===== src/rtl/alu_pkg.sv =====
// rtl/alu_pkg.sv - shared ALU command types, sequencer states and helpers
package alu_pkg;

  typedef enum logic {
    MODE_A = 1'b0,
    MODE_B = 1'b1
  } operation_mode;

  typedef enum logic [1:0] {
    OPA_AND = 2'd0,
    OPA_OR  = 2'd1,
    OPA_XOR = 2'd2,
    OPA_ADD = 2'd3
  } alu_op_a;

  typedef enum logic [1:0] {
    OPB_SUB  = 2'd0,
    OPB_NAND = 2'd1,
    OPB_SHL  = 2'd2,
    OPB_SHR  = 2'd3
  } alu_op_b;

  typedef struct packed {
    logic [7:0]    a;
    logic [7:0]    b;
    operation_mode mode;
    alu_op_a       op_a;
    alu_op_b       op_b;
  } alu_cmd_t;

  typedef enum logic [2:0] {
    ST_IDLE    = 3'd0,
    ST_WAIT    = 3'd1,
    ST_SAMPLE  = 3'd2,
    ST_IRQ_CLR = 3'd3,
    ST_RESP    = 3'd4
  } seq_state_e;

  function automatic logic [7:0] sat_inc8(input logic [7:0] v);
    return (v == 8'hff) ? v : v + 8'd1;
  endfunction

endpackage


===== src/rtl/alu_cmd_fifo.sv =====
// rtl/alu_cmd_fifo.sv - command FIFO, power-of-two depth, carries one alu_cmd_t per entry
module alu_cmd_fifo
  import alu_pkg::*;
#(
  parameter int DEPTH = 4
) (
  input  logic     clk,
  input  logic     rst_n,
  input  logic     push_i,
  input  alu_cmd_t wdata_i,
  input  logic     pop_i,
  output alu_cmd_t rdata_o,
  output logic     full_o,
  output logic     empty_o
);

  localparam int AW = $clog2(DEPTH);

  alu_cmd_t        mem_q [DEPTH];
  logic [AW-1:0]   wr_ptr_q;
  logic [AW-1:0]   rd_ptr_q;
  logic [AW:0]     count_q;
  logic            push_ok;
  logic            pop_ok;

  assign full_o  = (count_q == (AW+1)'(DEPTH));
  assign empty_o = (count_q == '0);
  assign push_ok = push_i && !full_o;
  assign pop_ok  = pop_i && !empty_o;
  assign rdata_o = mem_q[rd_ptr_q];

  always_ff @(posedge clk) begin
    if (push_ok) begin
      mem_q[wr_ptr_q] <= wdata_i;
    end
  end

  // Pointers wrap for free because DEPTH is a power of two.
  always_ff @(posedge clk or negedge rst_n) begin
    if (!rst_n) begin
      wr_ptr_q <= '0;
      rd_ptr_q <= '0;
      count_q  <= '0;
    end else begin
      if (push_ok) wr_ptr_q <= wr_ptr_q + AW'(1);
      if (pop_ok)  rd_ptr_q <= rd_ptr_q + AW'(1);
      case ({push_ok, pop_ok})
        2'b10:   count_q <= count_q + (AW+1)'(1);
        2'b01:   count_q <= count_q - (AW+1)'(1);
        default: count_q <= count_q;
      endcase
    end
  end

endmodule


===== src/rtl/alu_cmd_sequencer.sv =====
// rtl/alu_cmd_sequencer.sv - buffers ALU commands, issues one at a time, services irq, returns results
module alu_cmd_sequencer
  import alu_pkg::*;
#(
  parameter int DEPTH   = 4,
  parameter int ALU_LAT = 1
) (
  input  logic          alu_clk,
  input  logic          rst_n,
  input  logic          cmd_valid_i,
  output logic          cmd_ready_o,
  input  logic [7:0]    cmd_a_i,
  input  logic [7:0]    cmd_b_i,
  input  operation_mode cmd_mode_i,
  input  alu_op_a       cmd_op_a_i,
  input  alu_op_b       cmd_op_b_i,
  output logic [7:0]    alu_in_a_o,
  output logic [7:0]    alu_in_b_o,
  output operation_mode alu_mode_o,
  output alu_op_a       alu_op_a_o,
  output alu_op_b       alu_op_b_o,
  output logic          alu_irq_clr_o,
  input  logic [7:0]    alu_out_i,
  input  logic          alu_irq_i,
  output logic          rsp_valid_o,
  input  logic          rsp_ready_i,
  output logic [7:0]    rsp_data_o,
  output logic          rsp_irq_o,
  output logic [7:0]    irq_count_o
);

  localparam int CW = (ALU_LAT < 2) ? 1 : $clog2(ALU_LAT + 1);

  seq_state_e    state_q;
  logic [CW-1:0] cnt_q;
  logic [7:0]    alu_a_q;
  logic [7:0]    alu_b_q;
  operation_mode alu_mode_q;
  alu_op_a       alu_op_a_q;
  alu_op_b       alu_op_b_q;
  logic          irq_clr_q;
  logic          rsp_valid_q;
  logic [7:0]    rsp_data_q;
  logic          rsp_irq_q;
  logic [7:0]    irq_count_q;
  logic [7:0]    irq_count_d;

  alu_cmd_t      cmd_in;
  alu_cmd_t      head;
  logic          fifo_full;
  logic          fifo_empty;
  logic          pop;

  assign cmd_in      = '{a: cmd_a_i, b: cmd_b_i, mode: cmd_mode_i,
                         op_a: cmd_op_a_i, op_b: cmd_op_b_i};
  assign cmd_ready_o = !fifo_full;
  assign pop         = (state_q == ST_IDLE) && !fifo_empty;
  assign irq_count_d = sat_inc8(irq_count_q);

  alu_cmd_fifo #(
    .DEPTH (DEPTH)
  ) u_fifo (
    .clk     (alu_clk),
    .rst_n   (rst_n),
    .push_i  (cmd_valid_i),
    .wdata_i (cmd_in),
    .pop_i   (pop),
    .rdata_o (head),
    .full_o  (fifo_full),
    .empty_o (fifo_empty)
  );

  always_ff @(posedge alu_clk or negedge rst_n) begin
    if (!rst_n) begin
      state_q     <= ST_IDLE;
      cnt_q       <= '0;
      alu_a_q     <= '0;
      alu_b_q     <= '0;
      alu_mode_q  <= MODE_A;
      alu_op_a_q  <= OPA_AND;
      alu_op_b_q  <= OPB_SUB;
      irq_clr_q   <= 1'b0;
      rsp_valid_q <= 1'b0;
      rsp_data_q  <= '0;
      rsp_irq_q   <= 1'b0;
      irq_count_q <= '0;
    end else begin
      case (state_q)
        ST_IDLE: begin
          if (!fifo_empty) begin
            alu_a_q    <= head.a;
            alu_b_q    <= head.b;
            alu_mode_q <= head.mode;
            alu_op_a_q <= head.op_a;
            alu_op_b_q <= head.op_b;
            cnt_q      <= CW'(ALU_LAT);
            state_q    <= ST_WAIT;
          end
        end
        ST_WAIT: begin
          cnt_q <= cnt_q - CW'(1);
          if (cnt_q == CW'(1)) state_q <= ST_SAMPLE;
        end
        ST_SAMPLE: begin
          rsp_data_q <= alu_out_i;
          rsp_irq_q  <= alu_irq_i;
          if (alu_irq_i) begin
            irq_count_q <= irq_count_d;
            irq_clr_q   <= 1'b1;
            state_q     <= ST_IRQ_CLR;
          end else begin
            rsp_valid_q <= 1'b1;
            state_q     <= ST_RESP;
          end
        end
        // Hold the clear until the ALU actually drops its interrupt.
        ST_IRQ_CLR: begin
          if (!alu_irq_i) begin
            irq_clr_q   <= 1'b0;
            rsp_valid_q <= 1'b1;
            state_q     <= ST_RESP;
          end
        end
        ST_RESP: begin
          if (rsp_ready_i) begin
            rsp_valid_q <= 1'b0;
            state_q     <= ST_IDLE;
          end
        end
        default: state_q <= ST_IDLE;
      endcase
    end
  end

  assign alu_in_a_o    = alu_a_q;
  assign alu_in_b_o    = alu_b_q;
  assign alu_mode_o    = alu_mode_q;
  assign alu_op_a_o    = alu_op_a_q;
  assign alu_op_b_o    = alu_op_b_q;
  assign alu_irq_clr_o = irq_clr_q;
  assign rsp_valid_o   = rsp_valid_q;
  assign rsp_data_o    = rsp_data_q;
  assign rsp_irq_o     = rsp_irq_q;
  assign irq_count_o   = irq_count_q;

endmodule


===== config.mk =====
export PLATFORM = sky130hd
export DESIGN_NAME = alu_cmd_sequencer
export DESIGN_NICKNAME = d
export VERILOG_FILES = /design/src/rtl/alu_pkg.sv /design/src/rtl/alu_cmd_fifo.sv /design/src/rtl/alu_cmd_sequencer.sv
export SDC_FILE = /design/constraint.sdc
export NUM_CORES = 1
export LEC_CHECK = 0
export CAP_MARGIN = 10
export CORE_UTILIZATION = 51
export CTS_CLUSTER_DIAMETER = 150
export DETAILED_ROUTE_END_ITERATION = 8
export GPL_ROUTABILITY_DRIVEN = 0
export GPL_TIMING_DRIVEN = 0
export PLACE_DENSITY = 0.83
export RECOVER_POWER = 50
export SYNTH_ARGS = -nofsm -noshare
export SYNTH_HDL_FRONTEND = slang
export SYNTH_SLANG_ARGS = --single-unit
export TNS_END_PERCENT = 50

===== constraint.sdc =====
create_clock -name alu_clk -period 6 [get_ports alu_clk]
set_input_delay 1.2 -clock alu_clk [delete_from_list [all_inputs] [get_ports alu_clk]]
set_output_delay 1.2 -clock alu_clk [all_outputs]
set_load 0.02 [all_outputs]

# Yosys cells after proc, flatten, opt, wreduce, memory -nomap -nowiden
# Memory sizes are Yosys's and may differ from the RTL's. A register that Yosys moved wholly into a read port is not among the register bits.
# Cells that the tools add are included.
# classes
n_addsub	6
multipliers	0
n_div	0
order_cmp	0
n_eq_ne	14
n_shift	0
n_mux	17
bitwise_logic	2
n_reduce_logical	19
# ops
cell	count
3-bit 2-to-1 mux	5
3-bit one-hot mux with 5 select lines	1
2-bit != test, second input constant	6
3-bit AND reduction	3
8-bit by 1-bit adder with 8-bit output, second input constant	1
8-bit == test, second input constant	1
2-bit nonzero test	4
1-bit 2-to-1 mux	7
3-bit by 2-bit == test with 1-bit output, second input constant	2
3-bit == test, second input constant	2
3-bit zero test	2
1-bit one-hot mux with 2 select lines	3
3-bit one-hot mux with 2 select lines	1
2-bit by 1-bit adder with 2-bit output, second input constant	2
2-bit AND reduction	2
4-bit AND reduction	1
3-bit by 1-bit adder with 3-bit output, second input constant	1
3-bit by 1-bit == test with 1-bit output, second input constant	1
1-bit logical AND	3
1-bit zero test	3
3-bit by 1-bit subtractor with 3-bit output, second input constant	1
2-bit by 1-bit == test with 1-bit output, second input constant	1
2-bit == test, second input constant	1
1-bit NOT	2
2 further kinds	2
# word_totals
ff_bits	30
latch_bits	0
ramBits	84
rom_bits	0
inputBits	34
output_inout_bits	41
elab_cells	69
memories	1
# memory_table
memory	words	word_bits	rd	rd_clocked_by_memory_dff	write_ports	line	text
u_fifo.mem_q	4	21	1	1	1	alu_cmd_fifo.sv:19	alu_cmd_t mem_q [DEPTH];

# Depth between registers and ports, before layout
# logic_depth
word_depth	6
mapped_depth	10
depth_no_buf	10

# By module
# A second synthesis with hierarchy kept.
# unflattened
cells_unflattened	284
hier_area_um2	5378.9
# by_module_without_submodules
module	instances	cells_per_inst	area_each_um2	seq_area_each_um2
alu_cmd_fifo	1	147	3493.4	2697.6
alu_cmd_sequencer	1	137	1885.6	1101.1

# Least setup slack after synthesis
# Ideal clock, no wire load.
# synth_path
kind	input -> register
startpoint	input cmd_valid_i
endpoint	register u_fifo.count_q[2]
setup_ns	0.079
arrival_time_ns	2.360
path_slack_ns	3.561
path_stages	8
n_path_buf	0
path_cell_list	and2_1 -> inv_1 -> ha_1 -> inv_1 -> fa_1 -> xor2_1 -> nor2_1 -> xor2_1
# synth_via
elab_chain_len	3
word_cells_on_any_way	5
# synth_lines
element	line	text
start, declared	alu_cmd_sequencer.sv:10	input logic cmd_valid_i,
1-bit logical AND (*)	alu_cmd_fifo.sv:28	assign push_ok = push_i && !full_o;
2-bit by 1-bit == test with 1-bit output or 2-bit == test (tied branches)	alu_cmd_fifo.sv:47	case ({push_ok, pop_ok})
3-bit one-hot mux with 2 select lines or 2-bit nonzero test (tied branches)	-	
end signal, assigned	alu_cmd_fifo.sv:48	2'b10: count_q <= count_q + (AW+1)'(1);
end signal, assigned	alu_cmd_fifo.sv:49	2'b01: count_q <= count_q - (AW+1)'(1);
end signal, assigned	alu_cmd_fifo.sv:50	default: count_q <= count_q;
end, declared	alu_cmd_fifo.sv:22	logic [AW:0] count_q;
# Every way passes the cells marked *; elsewhere a longest branch is shown, timed or not.
# A chain may end at the register's enable or synchronous reset.

# Final worst setup path
# layout_path
startpoint	register state_q[1]
endpoint	register u_fifo.count_q[2]
# layout_via
elab_chain_len	5
word_cells_on_any_way	7
# layout_lines
element	line	text
start, declared	alu_cmd_sequencer.sv:34	seq_state_e state_q;
start signal, assigned	alu_cmd_sequencer.sv:75	state_q <= ST_IDLE;
start signal, assigned	alu_cmd_sequencer.sv:97	state_q <= ST_WAIT;
start signal, assigned	alu_cmd_sequencer.sv:102	if (cnt_q == CW'(1)) state_q <= ST_SAMPLE;
3-bit zero test (*)	alu_cmd_sequencer.sv:57	assign pop = (state_q == ST_IDLE) && !fifo_empty;
1-bit logical AND (*)	alu_cmd_sequencer.sv:57	
named net pop	alu_cmd_sequencer.sv:52	logic pop;
1-bit logical AND (*)	alu_cmd_fifo.sv:29	assign pop_ok = pop_i && !empty_o;
2-bit by 1-bit == test with 1-bit output or 2-bit == test (tied branches)	alu_cmd_fifo.sv:47	
3-bit one-hot mux with 2 select lines or 2-bit nonzero test (tied branches)	-	
# Mark *: on every way through the listed nets, which the timed path passes. The rest lies on a longest branch.

==> flow_summary.ini <==
[flow_run]
cap_viol_max_count = 1

[synthesis]
syn_area_um2 = 5320
synth_edf_count = 84
synthArstFlopShare_pct = 37.8
synth_top_cell_by_area = edfxtp_1
synth_nets = 319
synthTopCellsByArea = edfxtp_1 47%, dfrtp_1 24%, mux4_1 9.4%
synth_compound_area_share_pct = 1.69
yosysWarnings = 0
syn_avg_cell_area_um2 = 19.1
synthAdderAreaFrac_pct = 1.79
synth_mux_area_share_pct = 17.6
yosysSeqAreaShare_pct = 71.4
synth_cells = 278
synth_top_family_by_area = multiplexers
synthXorXnorAreaFrac_pct = 1.48
synth_top_area_share_pct = 47.4
synthFlopType = edfxtp_1
synth-simple-area-share_pct = 3.88
ys_ff_latch = 135
synth_cell_types = 33

[placement]
pre_cts_slack_ns = 2.89
dpl.hpwl_mm = 5.70
portBuffers = 74

[clock_tree]
cts_tree = built
holdBufCountCts = 0
clockBufferDepth = 2
clk_pin_slew_ns = 0.06
clock_latency_ns = 0.51
cts-root-buf = clkbuf_8
post_cts_resized = 0
htree_num_levels = 4
cts_setup_buffers = 0
cts_buffers = 17
cts_sinks = 135

[final_layout]
mostFrequentLayoutCells = 84 x edfxtp_1, 51 x dfrtp_1, 50 x clkdlybuf4s50_1
num-nets-final = 413
drive_above_1_share_pct = 18.7
n_fill_cell = 668
regArea_um2 = 3800
final_common_cell = edfxtp_1
area_growth_pct = 26.8
multi_input_area_um2 = 1390

[floorplan]
io_pins = 75
die_w_um = 104
die_area_um2 = 10800
die_h_um = 104
rows = 36
initial_utilization_pct = 53.4
fp.coreArea_um2 = 9950

[detailed_routing]
post_drt_wl_per_cell_um = 17.4
routed-via-count = 2767
postRouteAntennaNets = 0
drt_iter0_markers = 121
wl_mm = 9.05
drt_pass1_iterations = 4
drc = 0
viasPerCell = 5.33

[global_routing]
grt_remaining_overflow = 0
grt_start_max_net_pins = 33
grt_usage_pct = 18.3
antenna_found_initial = 1
grt_pass1_wl_mm = 14.8
grt_pass1_vias = 2964

[timing]
rsz0062_at_grt = no
setup-tns-final_ns = 0
slew_violations = 33
fin_crit_ns = 3.32
setup_viol = 0
relSlewSlack_pct = -20.7
period_share_pct = 55.3
skew_ns = 0.00991
maxClockFrequency_mhz = 301
timing.final.ws_setup_ns = 2.68
tightestPinTransition_ns = 1.81
hold_viol = 0

[pwr]
clock_power_share_pct = 26.1
power.leakage_uw = 0.00254
p_seq_share_pct = 39.4
p_sw_share_pct = 30.9
combPwrFrac_pct = 34.5
ir_worst_vdd_v = 0.000306
p_int_uw = 2490
p_per_area_nw_per_um2 = 534
switchingPower_uw = 1110

[critical_path]
cp.arrival_ns = 3.76
slowest_stage = nor4_1
max_stage_delay_ns = 0.96
regToRegSetupSlack_ns = 2.68
endpoint_kind = flop
worst-path-max-fanout = 10
critPathRequiredTime_ns = 6.44
worstSetupPathType = reg -> reg
crit_chain = clkbuf_1, nor4_1, clkbuf_1, ha_1, inv_1, fa_1, xor2_1, nor2_1, xor2_1
cp-start-kind = flop

[hold_path]
hold_class = reg -> reg

[status]
outcome = complete, but fails checks
violations = capacitance limit, slew limit
-- cells by family (layout without fill, tap and decap cells) --
logic type,count (synthesis),after routing
adders and majority gates,7,7
and+or+nand+nor,37,37
buffers and inverters,18,125
DFF,135,135
muxes,56,56
xor gates and xnor gates,9,9
AOI/OAI and AO/OA,16,16
other,0,1
-- synthesized netlist by cell type, types with 2 or more instances --
library cell / instances
nor3_1: 2
and3_1: 6
dfrtp_1: 51
mux4_2: 2
inv_1: 8
o21bai_1: 2
nand2b_1: 2
buf_6: 5
a21oi_1: 6
nand3_1: 3
a31oi_1: 2
edfxtp_1: 84
mux2_2: 34
nor2_1: 9
mux4_1: 19
xor2_1: 3
clkbuf_1: 2
ha_1: 6
nand2_1: 8
o21ai_0: 5
xnor2_1: 6
buf_4: 2
-- registers in the layout, indices dropped and copies added, names as in the netlist --
signal	count
rsp_irq_o	1
cnt_q	1
alu_in_b_o	8
u_fifo.wr_ptr_q	2
irq_count_o	8
rsp_valid_o	1
alu_in_a_o	8
u_fifo.count_q	3
alu_irq_clr_o	1
alu_mode_o	1
u_fifo.rd_ptr_q	2
rsp_data_o	8
alu_op_b_o	2
state_q	3
alu_op_a_o	2
u_fifo.mem_q	84
-- final timing paths --
path,cells after the start,from,endpoint
min reg2reg,1,u_fifo.count_q[2],u_fifo.count_q[2]
max,9,state_q[1],u_fifo.count_q[2]
min,1,u_fifo.count_q[2],u_fifo.count_q[2]
min in group asynchronous,1,rst_n,irq_count_o[4]
max reg2reg,9,state_q[1],u_fifo.count_q[2]
max in group asynchronous,2,rst_n,u_fifo.rd_ptr_q[1]
-- per-layer routing --
layer	vias to the layer above	GRT usage (%)	wire length, µm
met5	-	0	0
li1	1277	-	-
met3	9	5.51	458
met2	93	30.5	4720
met4	0	7.76	90
met1	1388	22.4	3780
-- power by group through the flow --
stage	sequential (µW)	combinational [µW]	clock [µW]
after floorplan	1560	685	0
after global placement	1420	1240	0
after detailed placement	1430	1290	0
after CTS	1420	1290	957
after global routing	1450	1350	996
final	1420	1240	941
-- per-stage QoR --
step / power [µW] / util, % / hold slack, ns / instances / cell area (µm²)
6_report: 3600 / 67.8 / 0.496 / 519 / 6750
5_1_grt: 3800 / 67.8 / 0.515 / 519 / 6750
4_1_cts: 3670 / 68.2 / 0.496 / 518 / 6790
3_5_place_dp: 2720 / 62.7 / 0.486 / 486 / 6240
3_3_place_gp: 2660 / 62.6 / 0.480 / 485 / 6230
2_1_floorplan: 2240 / - / 0.464 / 278 / 5320
-- critical path: cells and delay by family (launching register included) --
kind / cells / cell delay [ns]
buffers and inverters: 3 / 0.85
and+or+nand+nor: 2 / 1.07
xor gates and xnor gates: 2 / 0.29
adders and majority gates: 2 / 0.66
DFF: 1 / 0.38
-- area by class of cell --
type / instances / share of cell area [%]
buffer: 10 / 1.11
clock buffer: 20 / 6.31
inverter: 8 / 0.445
antenna: 1 / 0.0371
sequential: 135 / 56.3
multi-input combinational: 125 / 20.6
timing repair buffer: 75 / 10.9
clock inverter: 12 / 1.76
tap: 133 / 2.47
(Power assumes the default switching activity.)
